**src/rtl/alu_mul_sequencer_if.sv**
```systemverilog
//------------------------------------------------------------------------------
// Module      : alu_mul_sequencer_if
// Description : Command/result handshake and shared-ALU bus of the MULTU
//               sequencer.
// Revision    : 1.0  initial release
//------------------------------------------------------------------------------
`default_nettype none

interface alu_mul_sequencer_if #(
  parameter int WIDTH = 32
) ();
  logic             start;
  logic [WIDTH-1:0] multiplicand;
  logic [WIDTH-1:0] multiplier;
  logic             ready;
  logic             done;
  logic [WIDTH-1:0] product_hi;
  logic [WIDTH-1:0] product_lo;
  logic             alu_req;
  logic             alu_gnt;
  logic [2:0]       alu_op;
  logic [WIDTH-1:0] alu_a;
  logic [WIDTH-1:0] alu_b;
  logic [WIDTH-1:0] alu_result;

  // Sequencer side
  modport slave (
    input  start, multiplicand, multiplier, alu_gnt, alu_result,
    output ready, done, product_hi, product_lo, alu_req, alu_op, alu_a, alu_b
  );

  // EX stage / arbiter / ALU side
  modport master (
    output start, multiplicand, multiplier, alu_gnt, alu_result,
    input  ready, done, product_hi, product_lo, alu_req, alu_op, alu_a, alu_b
  );
endinterface

`default_nettype wire

```
**src/rtl/alu_mul_sequencer.sv**
```systemverilog
//------------------------------------------------------------------------------
// Module      : alu_mul_sequencer
// Description : Unsigned 32x32->64 shift-add multiplier that borrows the shared
//               EX-stage ALU for each add step. Optional early exit on an
//               exhausted multiplier: define ALU_MUL_EARLY_EXIT_EN.
// Revision    : 1.0  initial release
//------------------------------------------------------------------------------
`default_nettype none

module alu_mul_sequencer #(
  parameter int         WIDTH       = 32,
  parameter logic [2:0] ALU_OP_ADD  = 3'b010,
  parameter logic [2:0] ALU_OP_IDLE = 3'b000
) (
  input  logic               clk,
  input  logic               rst_n,
  alu_mul_sequencer_if.slave bus
);

  localparam int                CW     = $clog2(WIDTH);
  localparam logic [CW-1:0]     c_last = CW'(WIDTH - 1);

  typedef enum logic [1:0] {
    S_IDLE = 2'd0,
    S_RUN  = 2'd1,
    S_DONE = 2'd2
  } state_t;

  state_t           r_state;
  state_t           w_state_next;
  logic [WIDTH-1:0] r_hi;
  logic [WIDTH-1:0] r_lo;
  logic [WIDTH-1:0] r_mcand;
  logic [CW-1:0]    r_count;
  logic [WIDTH-1:0] r_product_hi;
  logic [WIDTH-1:0] r_product_lo;
  logic             w_step;
  logic             w_carry;
  logic [2*WIDTH-1:0] w_acc_step;

  // The ALU is 32-bit only, so the carry out of HI + addend is recovered here
  assign w_carry    = (bus.alu_result < r_hi);
  assign w_acc_step = {w_carry, bus.alu_result, r_lo[WIDTH-1:1]};

`ifdef ALU_MUL_EARLY_EXIT_EN
  localparam logic [CW:0] c_steps = (CW+1)'(WIDTH);

  logic               w_skip;
  logic [WIDTH-1:0]   w_pending;
  logic [CW:0]        w_shift_amt;
  logic [2*WIDTH-1:0] w_acc_skip;

  // Bits of LO still holding unprocessed multiplier bits
  assign w_pending   = r_lo & ({WIDTH{1'b1}} >> r_count);
  assign w_skip      = (r_state == S_RUN) && (w_pending == '0);
  assign w_shift_amt = c_steps - {1'b0, r_count};
  assign w_acc_skip  = {r_hi, r_lo} >> w_shift_amt;
`endif

  always_comb begin
    w_state_next = r_state;
    w_step       = 1'b0;
    bus.ready    = 1'b0;
    bus.done     = 1'b0;
    bus.alu_req  = 1'b0;
    bus.alu_op   = ALU_OP_IDLE;
    bus.alu_a    = '0;
    bus.alu_b    = '0;
    case (r_state)
      S_IDLE: begin
        bus.ready = 1'b1;
        if (bus.start) begin
          w_state_next = S_RUN;
        end
      end
      S_RUN: begin
`ifdef ALU_MUL_EARLY_EXIT_EN
        if (w_skip) begin
          w_state_next = S_DONE;
        end else
`endif
        begin
          bus.alu_req = 1'b1;
          bus.alu_op  = ALU_OP_ADD;
          bus.alu_a   = r_hi;
          bus.alu_b   = r_lo[0] ? r_mcand : '0;
          if (bus.alu_gnt) begin
            w_step = 1'b1;
            if (r_count == c_last) begin
              w_state_next = S_DONE;
            end
          end
        end
      end
      S_DONE: begin
        bus.done     = 1'b1;
        w_state_next = S_IDLE;
      end
      default: begin
        w_state_next = S_IDLE;
      end
    endcase
  end

  always_ff @(posedge clk or negedge rst_n) begin
    if (!rst_n) begin
      r_state      <= S_IDLE;
      r_hi         <= '0;
      r_lo         <= '0;
      r_mcand      <= '0;
      r_count      <= '0;
      r_product_hi <= '0;
      r_product_lo <= '0;
    end else begin
      r_state <= w_state_next;
      case (r_state)
        S_IDLE: begin
          if (bus.start) begin
            r_mcand <= bus.multiplicand;
            r_hi    <= '0;
            r_lo    <= bus.multiplier;
            r_count <= '0;
          end
        end
        S_RUN: begin
`ifdef ALU_MUL_EARLY_EXIT_EN
          if (w_skip) begin
            {r_hi, r_lo}                 <= w_acc_skip;
            {r_product_hi, r_product_lo} <= w_acc_skip;
          end else
`endif
          if (w_step) begin
            {r_hi, r_lo} <= w_acc_step;
            r_count      <= r_count + 1'b1;
            // Product ports change only as the final step lands
            if (r_count == c_last) begin
              {r_product_hi, r_product_lo} <= w_acc_step;
            end
          end
        end
        default: begin
        end
      endcase
    end
  end

  assign bus.product_hi = r_product_hi;
  assign bus.product_lo = r_product_lo;

endmodule

`default_nettype wire
```
**src/flat_wrapper.sv**
```systemverilog
// flat-port wrapper written by rule: the top's interface ports become plain ports
module alu_mul_sequencer_flat 
#(
  parameter int         WIDTH       = 32,
  parameter logic [2:0] ALU_OP_ADD  = 3'b010,
  parameter logic [2:0] ALU_OP_IDLE = 3'b000
)
  (clk, rst_n, bus_start, bus_multiplicand, bus_multiplier, bus_alu_gnt, bus_alu_result, bus_ready, bus_done, bus_product_hi, bus_product_lo, bus_alu_req, bus_alu_op, bus_alu_a, bus_alu_b);
  alu_mul_sequencer_if #(.WIDTH(WIDTH)) bus_i ();
  input  logic clk;
  input  logic rst_n;
  input wire logic [$bits(bus_i.start)-1:0] bus_start;
  input wire logic [$bits(bus_i.multiplicand)-1:0] bus_multiplicand;
  input wire logic [$bits(bus_i.multiplier)-1:0] bus_multiplier;
  input wire logic [$bits(bus_i.alu_gnt)-1:0] bus_alu_gnt;
  input wire logic [$bits(bus_i.alu_result)-1:0] bus_alu_result;
  output wire logic [$bits(bus_i.ready)-1:0] bus_ready;
  output wire logic [$bits(bus_i.done)-1:0] bus_done;
  output wire logic [$bits(bus_i.product_hi)-1:0] bus_product_hi;
  output wire logic [$bits(bus_i.product_lo)-1:0] bus_product_lo;
  output wire logic [$bits(bus_i.alu_req)-1:0] bus_alu_req;
  output wire logic [$bits(bus_i.alu_op)-1:0] bus_alu_op;
  output wire logic [$bits(bus_i.alu_a)-1:0] bus_alu_a;
  output wire logic [$bits(bus_i.alu_b)-1:0] bus_alu_b;
  assign bus_i.start = bus_start;
  assign bus_i.multiplicand = bus_multiplicand;
  assign bus_i.multiplier = bus_multiplier;
  assign bus_i.alu_gnt = bus_alu_gnt;
  assign bus_i.alu_result = bus_alu_result;
  assign bus_ready = bus_i.ready;
  assign bus_done = bus_i.done;
  assign bus_product_hi = bus_i.product_hi;
  assign bus_product_lo = bus_i.product_lo;
  assign bus_alu_req = bus_i.alu_req;
  assign bus_alu_op = bus_i.alu_op;
  assign bus_alu_a = bus_i.alu_a;
  assign bus_alu_b = bus_i.alu_b;
  alu_mul_sequencer #(.WIDTH(WIDTH), .ALU_OP_ADD(ALU_OP_ADD), .ALU_OP_IDLE(ALU_OP_IDLE)) u_core (.clk(clk), .rst_n(rst_n), .bus(bus_i));
endmodule
```
**config.mk**
```make
export PLATFORM = sky130hd
export DESIGN_NAME = alu_mul_sequencer_flat
export DESIGN_NICKNAME = d
export VERILOG_FILES = /design/src/rtl/alu_mul_sequencer_if.sv /design/src/rtl/alu_mul_sequencer.sv /design/src/flat_wrapper.sv
export SDC_FILE = /design/constraint.sdc
export NUM_CORES = 1
export LEC_CHECK = 0
export BUFFER_PORTS_ARGS = -buffer_cell sky130_fd_sc_hd__buf_2
export CAP_MARGIN = 20
export CORE_ASPECT_RATIO = 2
export CORE_UTILIZATION = 50
export DETAILED_ROUTE_END_ITERATION = 16
export GPL_TIMING_DRIVEN = 1
export PLACE_DENSITY = 0.78
export SLEW_MARGIN = 5
export SYNTH_ARGS = -nofsm -noshare
export SYNTH_HDL_FRONTEND = slang
export SYNTH_SLANG_ARGS = --single-unit
```
**constraint.sdc**
```tcl
create_clock -name clk -period 2.25 [get_ports clk]
set_input_delay 0.45 -clock clk [delete_from_list [all_inputs] [get_ports clk]]
set_output_delay 0.45 -clock clk [all_outputs]
set_load 0.01 [all_outputs]
```
# Word-level counts from Yosys, hierarchy flattened
# Index checks and enable logic that the tools add are counted.
totals:
  ff_bits: 167
  n_memories: 0
  rom_bits: 0
  wordCells: 44
  latch_bits: 0
  inputBits: 100
  ram_bits: 0
op_classes:
  mux: 22
  add_sub_neg: 1
  n_bitwise: 0
  magnitude_cmp: 1
  shift: 0
  n_eq_ne: 7
  n_mul: 0
  div_mod_pow: 0
  reduce_logical: 6
ops:
  columns: ["op", "n"]
  rows:
  - ["32-bit two-way mux", 7]
  - ["32-bit one-hot mux with 2 select lines", 2]
  - ["32-bit < comparator", 1]
  - ["5-bit two-way mux", 2]
  - ["5-bit one-hot mux with 2 select lines", 1]
  - ["3-bit AND reduction", 3]
  - ["2-bit two-way mux", 4]
  - ["5-bit by 1-bit adder with 5-bit output, second input constant", 1]
  - ["5-bit == test, second input constant", 1]
  - ["1-bit two-way mux", 5]
  - ["2-bit by 1-bit inequality test with 1-bit output, second input constant", 2]
  - ["2-bit inequality test, second input constant", 2]
  - ["2-bit one-hot mux with 2 select lines", 1]
  - ["2-bit by 1-bit == test with 1-bit output, second input constant", 1]
  - ["2-bit == test, second input constant", 1]
  - ["2-bit logical NOT", 1]
  - ["2-bit AND reduction", 1]
  - ["2-bit nonzero test", 1]

# Longest topological paths before layout
depth:
  ltp_word: 4
  mapped_depth: 8
  mapped_depth_nobuf: 7

# Least setup slack after synthesis
# Ideal clock, no wire load.
synth_path:
  kind: "register to register"
  startpoint: "register u_core.r_count[0]"
  endpoint: "register u_core.r_product_hi[20], in the netlist u_core.bus.product_hi[20]"
  setup_time_ns: 0.125
  required_ns: 2.125
  arrival_ns: 1.767
  path_buffers: 2
  slack_ns: 0.358
  stages_incl_launch_ff: 8
  period_less_slack_ns: 1.892
  path_cell_list: "dfrtp_1 ha_1 and3_1 ha_1 nand3_1 buf_2 buf_2 mux2_2"
synth_between:
  elab_chain_cells: 2
synth_rtl:
  columns: ["element", "line_no", "source"]
  rows:
  - ["from (decl)", "alu_mul_sequencer.sv:34", "logic [CW-1:0] r_count;"]
  - ["from (signal assigned)", "alu_mul_sequencer.sv:134", "r_count <= r_count + 1'b1;"]
  - ["5-bit == test", "alu_mul_sequencer.sv:136", "if (r_count == c_last) begin"]
  - ["3-bit AND reduction (no source line)", null, null]
  - ["to (signal assigned)", "alu_mul_sequencer.sv:137", "{r_product_hi, r_product_lo} <= w_acc_step;"]
  - ["to (decl)", "alu_mul_sequencer.sv:35", "logic [WIDTH-1:0] r_product_hi;"]
# Every way passes these cells.
# A chain may end at the register's enable or synchronous reset.

# Worst setup path after layout
layout_path:
  startpoint: "register u_core.r_state[1]"
  endpoint: "output port bus_alu_b[13]"
layout_between:
  elab_chain_cells: 2
layout_rtl:
  columns: ["element", "line_no", "source"]
  rows:
  - ["from (decl)", "alu_mul_sequencer.sv:29", "state_t r_state;"]
  - ["from (signal assigned)", "alu_mul_sequencer.sv:115", "r_state <= w_state_next;"]
  - ["2-bit by 1-bit == test with 1-bit output", "alu_mul_sequencer.sv:69", "case (r_state)"]
  - ["32-bit two-way mux", "alu_mul_sequencer.sv:69", null]
  - ["to (decl)", "flat_wrapper.sv:24", "output wire logic [$bits(bus_i.alu_b)-1:0] bus_alu_b;"]
# Every way passes these cells.

==> reports/summary.txt <==
====================================================================================================
Result of the run                                                                       complete, no violations
Share of post-route cells with drive strength above 1                                          43.4%
Worst slack, placed                                                                         0.178 ns
Worst Reg-to-Reg Cells                                                                             6
Cell-by-cell listing of the critical path                                               nor2b_4, buf_12, and3_1, buf_2
Final Skew                                                                                0.00921 ns
Most common cell after layout, fill and taps aside                                             buf_2
Final critical delay including setup and external delays                                     2.02 ns
Top cell type by total area after synthesis                                                  dfrtp_1
WP data required                                                                             1.80 ns
Cell Count Post-Placement                                                                       1038
Largest net degree at the start of global routing                                                 49
Via count of the first global-routing pass                                                      5771
Largest delay share family, worst path                                                    flip-flops
Maximum buffer depth of the clock tree                                                             2
Drc violations                                                                                     0
Synth area leaders                                                                      dfrtp_1, mux2_2, ha_1
# H-tree levels                                                                                    4
Leakage                                                                                   0.00536 uW
Power density over cell area                                                              893 nW/um2
Kind of critical path                                                                        reg2out
Final hold viol count                                                                              0
Weighted congestion at the end of routability-driven global placement                          0.787
Number of standard cells after synthesis                                                         637
Hold/Removal Path Class                                                                       in2reg
Most used DFF post-synth                                                                     dfrtp_1
Final Cycle Share                                                                              89.9%
Post-synthesis instance area                                                                7580 um2
IR drop worst, VDD                                                                          0.567 mV
GRT overflow                                                                                       0
Initial Util                                                                                   51.1%
Synth warn                                                                                         0
Number of gates given a new drive strength after cts                                               0
Post-synth EDFFs                                                                                   0
Drt first pass iters                                                                               4
Chip Width                                                                                   89.0 um
Yosys reg bits                                                                                   167
Core Footprint                                                                             14800 um2
Global-route wire length before repair                                                      27900 um
Commonest cells after routing, fill and taps aside                                      buf_2, dfrtp_1, mux2_2, nand2_1
RSZ-0062 raised after global routing                                                           false
Syn avg cell area                                                                           11.9 um2
Worst slew margin relative to its limit                                                        65.8%
Worst hold slack                                                                            0.247 ns
Num CTS Buffers                                                                                   17
Post-layout net count                                                                            998
Final non-filler cell total                                                                     1074
Clock latency at the later pin of the worst-skew pair                                        0.43 ns
Endpoint type of the worst setup path                                                     output pin
Sum of buffers and inverters on the critical path                                                  2
DP Wirelength                                                                               12900 um
Drt initial violations                                                                           260
TritonCTS sink count                                                                             167
Largest stage delay, worst path                                                              0.42 ns
Total negative setup slack                                                                      0 ns
Fraction of post-synthesis cell area in the top cell type by area                              55.2%
Row Count                                                                                         63
Full die area                                                                              15700 um2
Clock-pin slew reported for the worst setup and hold paths after clock tree synthesis        0.07 ns
Setup slack after layout                                                                    0.226 ns
Vias per cell                                                                                   5.29
Combined global-route utilization of all metal layers                                          23.7%
CTS Root Cell                                                                              clkbuf_16
Register area share after synthesis                                                            55.2%
Startpoint types                                                                            register
Share of flip-flops with an asynchronous set or reset after synthesis                           100%
Upper clock frequency limit                                                                0.494 GHz
Vertical extent of the die                                                                    176 um
Number of antenna-violating nets in the routed design                                              0
Number of maximum-capacitance constraint violations                                                0
IO Pins                                                                                          234
Count of vias placed by the detailed router                                                     5686
TritonCTS clock tree                                                                            done
Sum of internal, switching and leakage power                                                 8580 uW
Count of input and output buffers                                                                231
Signed area change from the synthesized netlist to the final layout                            26.9%
Routed length per instance                                                                   16.6 um
Slew of the pin with the lowest slew margin                                                 0.513 ns
Detailed Route WL                                                                           17800 um
Final number of max-transition violations                                                          0
Data arrival time of the critical path                                                       1.57 ns
Crit path max-delay cell type                                                                dfrtp_1
Number of cells on the critical path                                                               4
Library cells used by synthesis                                                                   33
Peak fanout along the critical path                                                               43
Setup Viol. Count Final                                                                            0
Initial antenna violation count                                                                    0
Number of instances on the worst hold path                                                         3
====================================================================================================
==> final timing paths <==
path	start	slack [ns]	endpoint
max	u_core.r_state[1]	0.23	bus_alu_b[13]
min	bus_multiplier[28]	0.25	u_core.r_lo[28]
max reg2reg	u_core.r_count[0]	0.33	u_core.bus.product_lo[13]
min reg2reg	u_core.r_mcand[17]	0.50	u_core.r_mcand[17]
max in group asynchronous	rst_n	1.05	u_core.r_mcand[8]
min in group asynchronous	rst_n	0.53	u_core.bus.product_hi[10]
==> synthesized netlist by cell type, drive strengths merged, types with 3 or more instances <==
cell type and n:
clkbuf 13, mux2 95, a22o 33, inv 33, o21ai 8, and2 34
ha 33, buf 30, nand2 76, nor2b 3, dfrtp 167, a22oi 31
nor2 8, nand4 5, and3 33, o31ai 3, a21oi 14, a21o 3
==> state kept, by name, indices dropped and copies added, names as in the netlist <==
| signal | count |
|---|---|
| u_core.bus.product_hi | 32 |
| u_core.r_hi | 32 |
| u_core.r_count | 5 |
| u_core.r_mcand | 32 |
| u_core.r_state | 2 |
| u_core.bus.product_lo | 32 |
| u_core.r_lo | 32 |
==> routing by layer <==
layer,global-route usage (%),part of all wire [%]
met1,26.4,38
met2,42.6,55
met4,11.5,2.9
met5,0,0
met3,3.93,4.2
==> layout make-up <==
| type | count | area [um2] |
|---|---|---|
| Antenna cell | 1 | 2.50 |
| Clock buffer | 21 | 470 |
| Clock inverter | 11 | 113 |
| Fill cell | 1199 | 5210 |
| Inverter | 33 | 124 |
| Multi-Input combinational cell | 395 | 3090 |
| Sequential cell | 167 | 4180 |
| Tap cell | 195 | 244 |
| Timing Repair Buffer | 251 | 1390 |
==> worst min-delay path, cell delays in order <==
cell,delay (ns)
buf_2,0.07
a22oi_1,0.06
nand2_1,0.06
==> power by group <==
part / switching [uW] / internal, uW
sequential: 344 / 3560
clock: 1220 / 1630
combinational: 927 / 901
==> logic make-up after synthesis <==
kind of cell,after synthesis,share of synthesized area (%)
XOR/XNOR,2,0.231
buffers and inverters,76,4.39
flip-flops,167,55.2
AND/OR/NAND/NOR,166,11.1
adder cells (fa/ha/maj),33,5.45
other,1,0.0495
AO/OA/AOI/OAI,97,9.51
multiplexers,95,14.1
==> through the flow <==
step	instance area, um2	utilization, %
6_report	9610	64.9
5_1_grt	9610	64.9
4_1_cts	9610	64.9
3_5_place_dp	9000	60.7
3_3_place_gp	9000	60.7
2_1_floorplan	7580	-
==> what timing repair did <==
action / in CTS / in global routing
endpoints found under the setup margin: 11 / 0
endpoints found under the hold margin: 43 / 0
hold buffers: 1 / 0
setup buffers: 2 / 0
Power figures use the tool's default switching activity.
